==> src/rtl/fir_pkg.sv <==
// Shared types, default sizes and coefficient table for the FIR tap sequencer.
package fir_pkg;

    localparam int NTAPS_DEF    = 10;
    localparam int NBANDS_DEF   = 4;
    localparam int DATA_W_DEF   = 16;
    localparam int SAMPLE_W_DEF = 24;

    typedef enum logic [1:0] {
        IDLE  = 2'd0,
        PRIME = 2'd1,
        RUN   = 2'd2,
        DONE  = 2'd3
    } seq_state_t;

    // Signed Q15 coefficient sets, one row per equalizer band.
    localparam logic [15:0] COEFF [NBANDS_DEF][NTAPS_DEF] = '{
        '{16'h7FFF, 16'h0000, 16'h0000, 16'h0000, 16'h0000,
          16'h0000, 16'h0000, 16'h0000, 16'h0000, 16'h0000},
        '{16'h0CCD, 16'h0CCD, 16'h0CCD, 16'h0CCD, 16'h0CCD,
          16'h0CCD, 16'h0CCD, 16'h0CCD, 16'h0CCD, 16'h0CCD},
        '{16'h4000, 16'h4000, 16'h0000, 16'h0000, 16'h0000,
          16'h0000, 16'h0000, 16'h0000, 16'h0000, 16'h0000},
        '{16'h2000, 16'h2000, 16'h2000, 16'h2000, 16'h2000,
          16'h2000, 16'h2000, 16'h2000, 16'h2000, 16'h2000}
    };

endpackage

==> src/rtl/fir_coeff_rom.sv <==
// Coefficient ROM addressed by {band, tap}; read data appears one cycle after
// a read is enabled and holds while no read is requested.
module fir_coeff_rom
    import fir_pkg::*;
#(
    parameter int NTAPS  = NTAPS_DEF,
    parameter int NBANDS = NBANDS_DEF,
    parameter int DATA_W = DATA_W_DEF,
    parameter int BAND_W = 2,
    parameter int TAP_W  = 4
) (
    input  logic                      clk,
    input  logic                      srst,
    input  logic                      rd_en,
    input  logic [BAND_W+TAP_W-1:0]   addr,
    output logic [DATA_W-1:0]         dout
);

    localparam int ADDR_W = BAND_W + TAP_W;
    localparam int DEPTH  = 1 << ADDR_W;

    logic [DATA_W-1:0] rom_mem [DEPTH];
    logic [DATA_W-1:0] dout_d;
    logic [DATA_W-1:0] dout_q;

    // Flatten the coefficient table into a power-of-two address space; unused
    // tap slots of each band read as zero.
    generate
        for (genvar gi = 0; gi < DEPTH; gi++) begin : g_rom
            localparam int B = gi >> TAP_W;
            localparam int T = gi % (1 << TAP_W);
            if (B < NBANDS && B < NBANDS_DEF && T < NTAPS && T < NTAPS_DEF) begin : g_used
                assign rom_mem[gi] = DATA_W'(COEFF[B][T]);
            end else begin : g_pad
                assign rom_mem[gi] = '0;
            end
        end
    endgenerate

    // Next read data: fetch on enable, otherwise hold the last word.
    always_comb begin
        dout_d = dout_q;
        if (rd_en) begin
            dout_d = rom_mem[addr];
        end
    end

    // Registered read port.
    always_ff @(posedge clk) begin
        if (srst) begin
            dout_q <= '0;
        end else begin
            dout_q <= dout_d;
        end
    end

    assign dout = dout_q;

endmodule

==> src/rtl/fir_tap_sequencer.sv <==
// Sample window and per-tap coefficient sequencer feeding the FIR MAC stage.
module fir_tap_sequencer
    import fir_pkg::*;
#(
    parameter int NTAPS    = NTAPS_DEF,
    parameter int NBANDS   = NBANDS_DEF,
    parameter int SAMPLE_W = SAMPLE_W_DEF,
    parameter int DATA_W   = DATA_W_DEF
) (
    input  logic                      clk_i,
    input  logic                      rst_i,
    input  logic                      sample_valid_i,
    input  logic [SAMPLE_W-1:0]       sample_i,
    input  logic [7:0]                eq_sel_i,
    output logic [NTAPS*DATA_W-1:0]   signal_window_o,
    output logic [DATA_W-1:0]         tap_o,
    output logic [7:0]                tapnum_o,
    output logic                      mac_en_o,
    output logic                      busy_o,
    output logic                      frame_done_o,
    output logic                      dropped_o
);

    localparam int BAND_W = (NBANDS > 1) ? $clog2(NBANDS) : 1;
    // Read pointer runs one past the last tap, so size it for NTAPS.
    localparam int TAP_W  = $clog2(NTAPS + 1);
    localparam logic [7:0] LAST_TAP = 8'(NTAPS - 1);
    localparam logic [7:0] MAX_BAND = 8'(NBANDS - 1);

    seq_state_t        state_q, state_d;
    logic [DATA_W-1:0] window_q [NTAPS];
    logic [DATA_W-1:0] window_d [NTAPS];
    logic [BAND_W-1:0] band_q, band_d;
    logic [TAP_W-1:0]  rd_tap_q, rd_tap_d;
    logic [7:0]        tapnum_q, tapnum_d;
    logic              mac_en_q, mac_en_d;
    logic              frame_done_q, frame_done_d;
    logic              dropped_q, dropped_d;
    logic              rom_en;

    // Only the top DATA_W bits of each sample enter the window.
    logic unused_sample_bits;
    assign unused_sample_bits = ^sample_i[SAMPLE_W-DATA_W-1:0];

    // Next-state logic: accept in IDLE, one priming cycle for the ROM, then
    // one tap per cycle with the ROM addressed one tap ahead.
    always_comb begin
        state_d      = state_q;
        window_d     = window_q;
        band_d       = band_q;
        rd_tap_d     = rd_tap_q;
        tapnum_d     = tapnum_q;
        mac_en_d     = 1'b0;
        frame_done_d = 1'b0;
        dropped_d    = 1'b0;
        rom_en       = 1'b0;
        case (state_q)
            IDLE: begin
                if (sample_valid_i) begin
                    for (int k = NTAPS - 1; k > 0; k--) begin
                        window_d[k] = window_q[k-1];
                    end
                    window_d[0] = sample_i[SAMPLE_W-1 -: DATA_W];
                    band_d   = (eq_sel_i > MAX_BAND) ? MAX_BAND[BAND_W-1:0]
                                                     : eq_sel_i[BAND_W-1:0];
                    rd_tap_d = '0;
                    state_d  = PRIME;
                end
            end
            PRIME: begin
                rom_en   = 1'b1;
                rd_tap_d = rd_tap_q + TAP_W'(1);
                tapnum_d = 8'd0;
                mac_en_d = 1'b1;
                state_d  = RUN;
            end
            RUN: begin
                if (tapnum_q == LAST_TAP) begin
                    frame_done_d = 1'b1;
                    state_d      = DONE;
                end else begin
                    rom_en   = 1'b1;
                    rd_tap_d = rd_tap_q + TAP_W'(1);
                    tapnum_d = tapnum_q + 8'd1;
                    mac_en_d = 1'b1;
                end
            end
            DONE: begin
                state_d = IDLE;
            end
            default: begin
                state_d = IDLE;
            end
        endcase
        // Any sample offered outside IDLE is discarded and flagged.
        if (sample_valid_i && state_q != IDLE) begin
            dropped_d = 1'b1;
        end
    end

    // State and registered outputs; reset aborts any frame in flight.
    always_ff @(posedge clk_i) begin
        if (rst_i) begin
            state_q      <= IDLE;
            for (int k = 0; k < NTAPS; k++) begin
                window_q[k] <= '0;
            end
            band_q       <= '0;
            rd_tap_q     <= '0;
            tapnum_q     <= '0;
            mac_en_q     <= 1'b0;
            frame_done_q <= 1'b0;
            dropped_q    <= 1'b0;
        end else begin
            state_q      <= state_d;
            window_q     <= window_d;
            band_q       <= band_d;
            rd_tap_q     <= rd_tap_d;
            tapnum_q     <= tapnum_d;
            mac_en_q     <= mac_en_d;
            frame_done_q <= frame_done_d;
            dropped_q    <= dropped_d;
        end
    end

    fir_coeff_rom #(
        .NTAPS  (NTAPS),
        .NBANDS (NBANDS),
        .DATA_W (DATA_W),
        .BAND_W (BAND_W),
        .TAP_W  (TAP_W)
    ) u_rom (
        .clk   (clk_i),
        .srst  (rst_i),
        .rd_en (rom_en),
        .addr  ({band_q, rd_tap_q}),
        .dout  (tap_o)
    );

    generate
        for (genvar gi = 0; gi < NTAPS; gi++) begin : g_win
            assign signal_window_o[gi*DATA_W +: DATA_W] = window_q[gi];
        end
    endgenerate

    assign tapnum_o     = tapnum_q;
    assign mac_en_o     = mac_en_q;
    assign busy_o       = (state_q != IDLE);
    assign frame_done_o = frame_done_q;
    assign dropped_o    = dropped_q;

endmodule
==> config.mk <==
export PLATFORM = sky130hd
export DESIGN_NAME = fir_tap_sequencer
export DESIGN_NICKNAME = d
export VERILOG_FILES = /design/src/rtl/fir_pkg.sv /design/src/rtl/fir_coeff_rom.sv /design/src/rtl/fir_tap_sequencer.sv
export SDC_FILE = /design/constraint.sdc
export NUM_CORES = 1
export LEC_CHECK = 0
export CORE_MARGIN = 2
export CORE_UTILIZATION = 30
export DETAILED_ROUTE_END_ITERATION = 8
export SETUP_SLACK_MARGIN = 0.15
export SYNTH_ARGS = -nofsm -noshare
export SYNTH_HDL_FRONTEND = slang
export SYNTH_SLANG_ARGS = --single-unit
==> constraint.sdc <==
create_clock -name clk_i -period 2.3 [get_ports clk_i]
set_clock_uncertainty 0.1 [all_clocks]
set_input_delay 0.345 -clock clk_i [delete_from_list [all_inputs] [get_ports clk_i]]
set_output_delay 0.345 -clock clk_i [all_outputs]
set_load 0.02 [all_outputs]
==> results of run 1 <==
==> routing by layer <==
layer  up-vias  track usage [%]
met3        12             7.23
met2       175             23.3
met4         0             4.10
met5         -                0
met1      2706             20.9
li1       3080                -
==> stage by stage <==
step / total power [mW] / instance area, um2
2_1_floorplan: 4.85 / 6780
3_3_place_gp: 5.62 / 9130
3_5_place_dp: 5.64 / 9130
4_1_cts: 8.57 / 9710
5_1_grt: 8.86 / 9720
6_report: 8.42 / 9720
==> critical path: cells and delay by family (launching register included) <==
kind                       cells  cell delay, ns
adders and majority gates      1            0.27
buffers and inverters          3            0.49
DFF                            1            0.40
==> worst paths after layout <==
kind                         from                    to  slack (ns)  depth (start not counted)
min reg2reg  signal_window_o[151]  signal_window_o[151]        0.36                          2
min                         rst_i        u_rom.dout[12]        0.20                          2
max                    state_q[0]                busy_o        0.28                          4
max reg2reg            state_q[0]           rd_tap_q[2]        0.45                          6
==> layout make-up <==
| type | count | area (um2) | area share [%] |
|---|---|---|---|
| well taps | 280 | 350 | 3.61 |
| inverters | 10 | 37.5 | 0.386 |
| clock inverters | 15 | 158 | 1.62 |
| repair buffers | 226 | 2340 | 24.1 |
| clock buffers | 17 | 425 | 4.38 |
| multi-input cells | 580 | 2740 | 28.2 |
| flip-flops and latches | 183 | 3660 | 37.7 |
==> sequential cells by signal (all words and copies together) (netlist names) <==
name	count
rd_tap_q	4
state_q	2
band_q	2
u_rom.dout	4
mac_en_o	1
signal_window_o	160
frame_done_o	1
tapnum_o	8
dropped_o	1
==> cell families after synthesis <==
group | Yosys count | synth area share [%]
xor+xnor | 5 | 0.646
simple gates | 379 | 23.0
other cells | 1 | 0.0553
fa+ha+maj | 9 | 1.66
mux | 3 | 0.443
buf+inv | 80 | 5.67
compound gates | 183 | 14.5
flops | 183 | 54.1
==> synth_stat cells (all sizes together) <==
master	n	area, um2
a211oi	3	35.0
a21bo	2	20.0
a21o	1	7.51
a21oi	167	840
a31oi	2	12.5
a32oi	1	8.76
and2	3	18.8
and3	3	18.8
and4	1	10.0
buf	37	215
clkbuf	32	123
conb	1	3.75
dfxtp	183	3660
dlygate4sd1	1	8.76
ha	9	113
inv	10	37.5
mux2i	3	30.0
nand2	327	1230
nand2b	5	31.3
nand3	7	35.0
nand3b	2	15.0
nand4	2	12.5
nand4b	2	17.5
nor2	15	56.3
nor2b	1	6.26
nor3	3	15.0
nor3b	2	15.0
nor4	1	6.26
nor4b	2	32.5
nor4bb	1	25.0
o211a	2	20.0
o21a	1	7.51
o21ai	1	5.00
o221ai	1	8.76
o31ai	1	7.51
o32a	1	10.0
or3	2	12.5
xor2	5	43.8
==> power by group <==
part	internal, mW	switching (mW)
clock network	1.54	1.36
registers	3.33	0.147
logic	0.786	1.26
==> cells in the final DEF, fill, tap and decap left out, types with 3 or more instances in the layout <==
cell type	n
nand2_1	326
clkdlybuf4s50_1	211
dfxtp_1	182
a21oi_1	166
clkbuf_16	17
nor2_1	15
inv_1	10
ha_1	9
buf_12	9
nand3_1	7
nand2b_1	5
xor2_1	5
inv_6	4
clkinvlp_4	4
inv_8	4
buf_4	4
nor3_1	3
mux2i_1	3
and3_1	3
==> what timing repair did <==
item,CTS,global route
gates resized for setup,1,2
setup endpoints to repair,1,2
cloned,0,0
hold buffers,0,0
==> flow_metrics.tcl, run 1 <==
set metrics [dict create \
    antenna_found_initial 0 \
    drtPass1Iterations 4 \
    numCtsBuffers 17 \
    yosysUniqueCellTypes 45 \
    dpl.cell_count 1279 \
    grt_pass1_wl_mm 30.2 \
    vias 5973 \
    slew_viol_final 0 \
    rsz0062_at_grt "no" \
    hold_slack_ns 0.201 \
    h-tree-depth 4 \
    initial_utilization_pct 30.8 \
    fmaxAchievable_ghz 0.495 \
    seq_area_frac_synth_pct 54.1 \
    post-route-drc-count 0 \
    drive_gt1_share_pct 5.43 \
    utilization_pct 44.1 \
    top_layer "met4" \
    finalSetupViolations 0 \
    antenna_cells 0 \
    drt_iter0_drc 291 \
    setup_ws_ns 0.280 \
    slowest_stage "dfxtp_1" \
    io_buffers 213 \
    hold_viol_final 0 \
    synth_cells 843 \
    fp.dieH_um 154 \
    cts_buffer_depth 2 \
    min_path_type "input port to flip-flop" \
    postRouteAntennaNets 0 \
    cts-root-buf "clkbuf_16" \
    wirelength_mm 18.9 \
    cts_tree "built" \
    cp_common_cell "inv_1" \
    core_area_mm2 0.0220 \
    die_w_um 154 \
    critPathRequiredTime_ns 1.86 \
    maxCapViolCount 0 \
    fin_crit_ns 2.02 \
    grt_usage_pct 15.8 \
    cts_sinks 183 \
    syn_area_mm2 0.00678 \
    wl_met3_mm 1.80 \
    place_hpwl_mm 12.7 \
    globalRouteOverflowTotal 0 \
    arrival_ns 1.58 \
    crit_chain "inv_1, ha_1, inv_1, clkdlybuf4s15_1" \
    via_per_inst 4.56 \
    cpPeakStageDelay_ns 0.40 \
    wl_met2_mm 8.04 \
    ys_warn_count 0 \
    postCtsSetupBuffers 0 \
    pre_cts_slack_ns 0.370 \
    synth_area_per_cell_um2 8.04 \
    stdcell_count 1311 \
    critPathLaunchType "flip-flop" \
    synth_fp_nets 887 \
    status "complete, no violations" \
    clk_latency_ns 0.43 \
    grt_max_degree 82 \
    drt-met1-wl_mm 8.95 \
    path_max_fanout 4 \
    wl_per_cell_um 14.5 \
    setup_tns_ns 0 \
    end_kind "output port" \
    grt_pass1_vias 5539 \
    syn2layout_area_growth_pct 43.4 \
    dieArea_mm2 0.0238 \
    path_class "flip-flop to output port" \
    ios 223 \
    cts.clk_slew.worst_paths_ns 0.07 \
    finalCritPeriodShare_pct 87.8 \
    power_leakage_nw 3.24 \
    cellPowerDensity_mw_per_mm2 867 \
    fillCellCount 2217 \
    nets 1062 \
    ys_ff_latch 183 \
    rows 54 \
    vdd_ir_drop_max_v 0.000492 \
    gp_congestion 0.732 \
]
(Power assumes the default switching activity.)
==> inputs of run 2 (changes only) <==
--- a/config.mk
+++ b/config.mk
@@ -7,6 +7,7 @@
 export LEC_CHECK = 0
 export CORE_MARGIN = 2
 export CORE_UTILIZATION = 30
+export CTS_CLUSTER_SIZE = 28
 export DETAILED_ROUTE_END_ITERATION = 8
 export SETUP_SLACK_MARGIN = 0.15
 export SYNTH_ARGS = -nofsm -noshare
==> results of run 2 <==
Final layout, timing and power as in run 1 (identical DEF).
==> inputs of run 3 (changes only) <==
==> constraint.sdc (replaced) <==
create_clock -name clk_i -period 2.3 [get_ports clk_i]
set_clock_uncertainty 0.1 [all_clocks]
set_input_delay 0.575 -clock clk_i [delete_from_list [all_inputs] [get_ports clk_i]]
set_output_delay 0.575 -clock clk_i [all_outputs]
set_load 0.02 [all_outputs]
==> run 3 against run 2 <==
Against the previous run:
- routed wire length up 2.2%
- die area unchanged
- first-iteration DRC count down 13%
- combinational power is essentially flat
- maximum frequency fell by 4.1%
- sequential share of layout area decreased by 0.77 points
- via count rose by 1.1%
- register-to-register slack got worse by 0.02 ns
- sequential cell count did not move
- core utilization grew 0.91 points
- final cell count increased by 0.53%
- largest power group unchanged
==> flow_metrics.tcl, run 3 (synthesized netlist as in run 1, its figures left out) <==
set metrics [dict create \
    end_kind "output port" \
    ios 223 \
    dieArea_mm2 0.0238 \
    multi_input_area_mm2 0.00274 \
    vdd_ir_drop_max_v 0.000616 \
    largest_register_ffs 160 \
    rsz0062_at_grt "yes" \
    fp.dieH_um 154 \
    critPathLaunchType "flip-flop" \
    p_total_mw 8.55 \
    grt_pass1_wl_mm 31.2 \
    grt_pass1_vias 5721 \
    design_area_mm2 0.00992 \
    io_buffers 213 \
    core_area_mm2 0.0220 \
    numCtsBuffers 17 \
    initial_utilization_pct 30.8 \
    final_cell_mix "nand2_1, dfxtp_1, a21oi_1" \
    wirelength_mm 19.4 \
    crit_chain "clkdlybuf4s50_1" \
    clk_latency_ns 0.42 \
    status "complete, no violations" \
    rows 54 \
    drtPass1Iterations 4 \
    finalCritPeriodShare_pct 91.6 \
    via_per_inst 4.58 \
    postRouteAntennaNets 0 \
    cellPowerDensity_mw_per_mm2 862 \
    grt_max_degree 80 \
    maxCapViolCount 0 \
    setup_tns_ns 0 \
    vias 6041 \
    syn2layout_area_growth_pct 46.4 \
    fin_crit_ns 2.11 \
    power_leakage_nw 4.43 \
    post_dp_cell_area_mm2 0.00924 \
    drive_gt1_share_pct 6.17 \
    nets 1069 \
    fmaxAchievable_ghz 0.475 \
    r2r_end "rd_tap_q[2]" \
    cp_top_family "buffers and inverters" \
    crit_path_start "signal_window_o[106]" \
    antenna_cells 0 \
    path_class "flip-flop to output port" \
    pre_cts_slack_ns 0.150 \
    rr_worst_depth 6 \
    slowest_stage "clkdlybuf4s50_1" \
    post-route-drc-count 0 \
    stdcell_count 1318 \
    grt_usage_pct 16.2 \
    drt_iter0_drc 253 \
    worst-path-buf-inv 1 \
    cts-root-buf "clkbuf_16" \
    path_max_fanout 3 \
    cts_tree "built" \
    wl_per_cell_um 14.7 \
    fillCellCount 2189 \
    slew_viol_final 0 \
    min_path_type "flip-flop to flip-flop" \
    hold_viol_final 0 \
    setup_ws_ns 0.193 \
    setup.worst_path.end "signal_window_o[106]" \
    reg2reg_from "state_q[0]" \
    finalSetupViolations 0 \
    globalRouteOverflowTotal 0 \
    place_hpwl_mm 13.1 \
    mostFrequentLayoutCell "nand2_1" \
    seq_area_mm2 0.00366 \
    crit_cells 1 \
    dpl.cell_count 1286 \
    h-tree-depth 4 \
    postCtsSetupBuffers 0 \
    rrSetupSlack_ns 0.43 \
    antenna_found_initial 0 \
    die_w_um 154 \
    cts_buffer_depth 2 \
    cpPeakStageDelay_ns 0.65 \
    critPathRequiredTime_ns 1.62 \
    arrival_ns 1.43 \
    cts_sinks 183 \
    gp_congestion 0.727 \
    cts.clk_slew.worst_paths_ns 0.07 \
]
==> run 3: cell type report <==
type	instances	share of cell area, %
clock inverter	15	1.89
tap	280	3.53
clock buffer	17	4.29
inverter	10	0.378
timing repair buffer	233	25.4
sequential	183	36.9
multi-input combinational	580	27.6
==> run 3: how the worst min path moves through the flow <==
stage | end | start | cells after the start | slack (ns)
floorplan | band_q[0] | band_q[0] | 2 | 0.36
global placement | signal_window_o[147] | signal_window_o[147] | 2 | 0.34
detailed placement | signal_window_o[150] | signal_window_o[150] | 2 | 0.35
CTS | signal_window_o[150] | signal_window_o[150] | 2 | 0.36
global route | signal_window_o[82] | signal_window_o[66] | 2 | 0.38
finish | signal_window_o[145] | signal_window_o[145] | 2 | 0.35
==> run 3: what timing repair did <==
item,in CTS,in global routing
gates resized for setup,43,52
hold buffers,0,0
pin swaps,0,0
setup endpoints to repair,42,51
==> run 3: per-stage QoR <==
| stage | utilization (%) | hold WS (ns) |
|---|---|---|
| detailed placement | 41.9 | 0.347 |
| finish | 45.0 | 0.355 |
| global route | 45.0 | 0.377 |
| CTS | 44.5 | 0.357 |
| global placement | 41.9 | 0.341 |
| floorplan | - | 0.363 |
==> run 3: routing by layer <==
layer / track usage [%] / vias up / routed length, um
li1: - / 3093 / -
met1: 21.1 / 2775 / 9070
met2: 25.0 / 166 / 8510
met3: 6.84 / 7 / 1650
met4: 3.57 / 0 / 131
met5: 0 / - / 0
==> run 3: power breakdown <==
part,leakage (nW),internal (mW),switching (mW)
combinational,2.66,0.777,1.28
clock,0.291,1.65,1.37
sequential,1.48,3.33,0.141
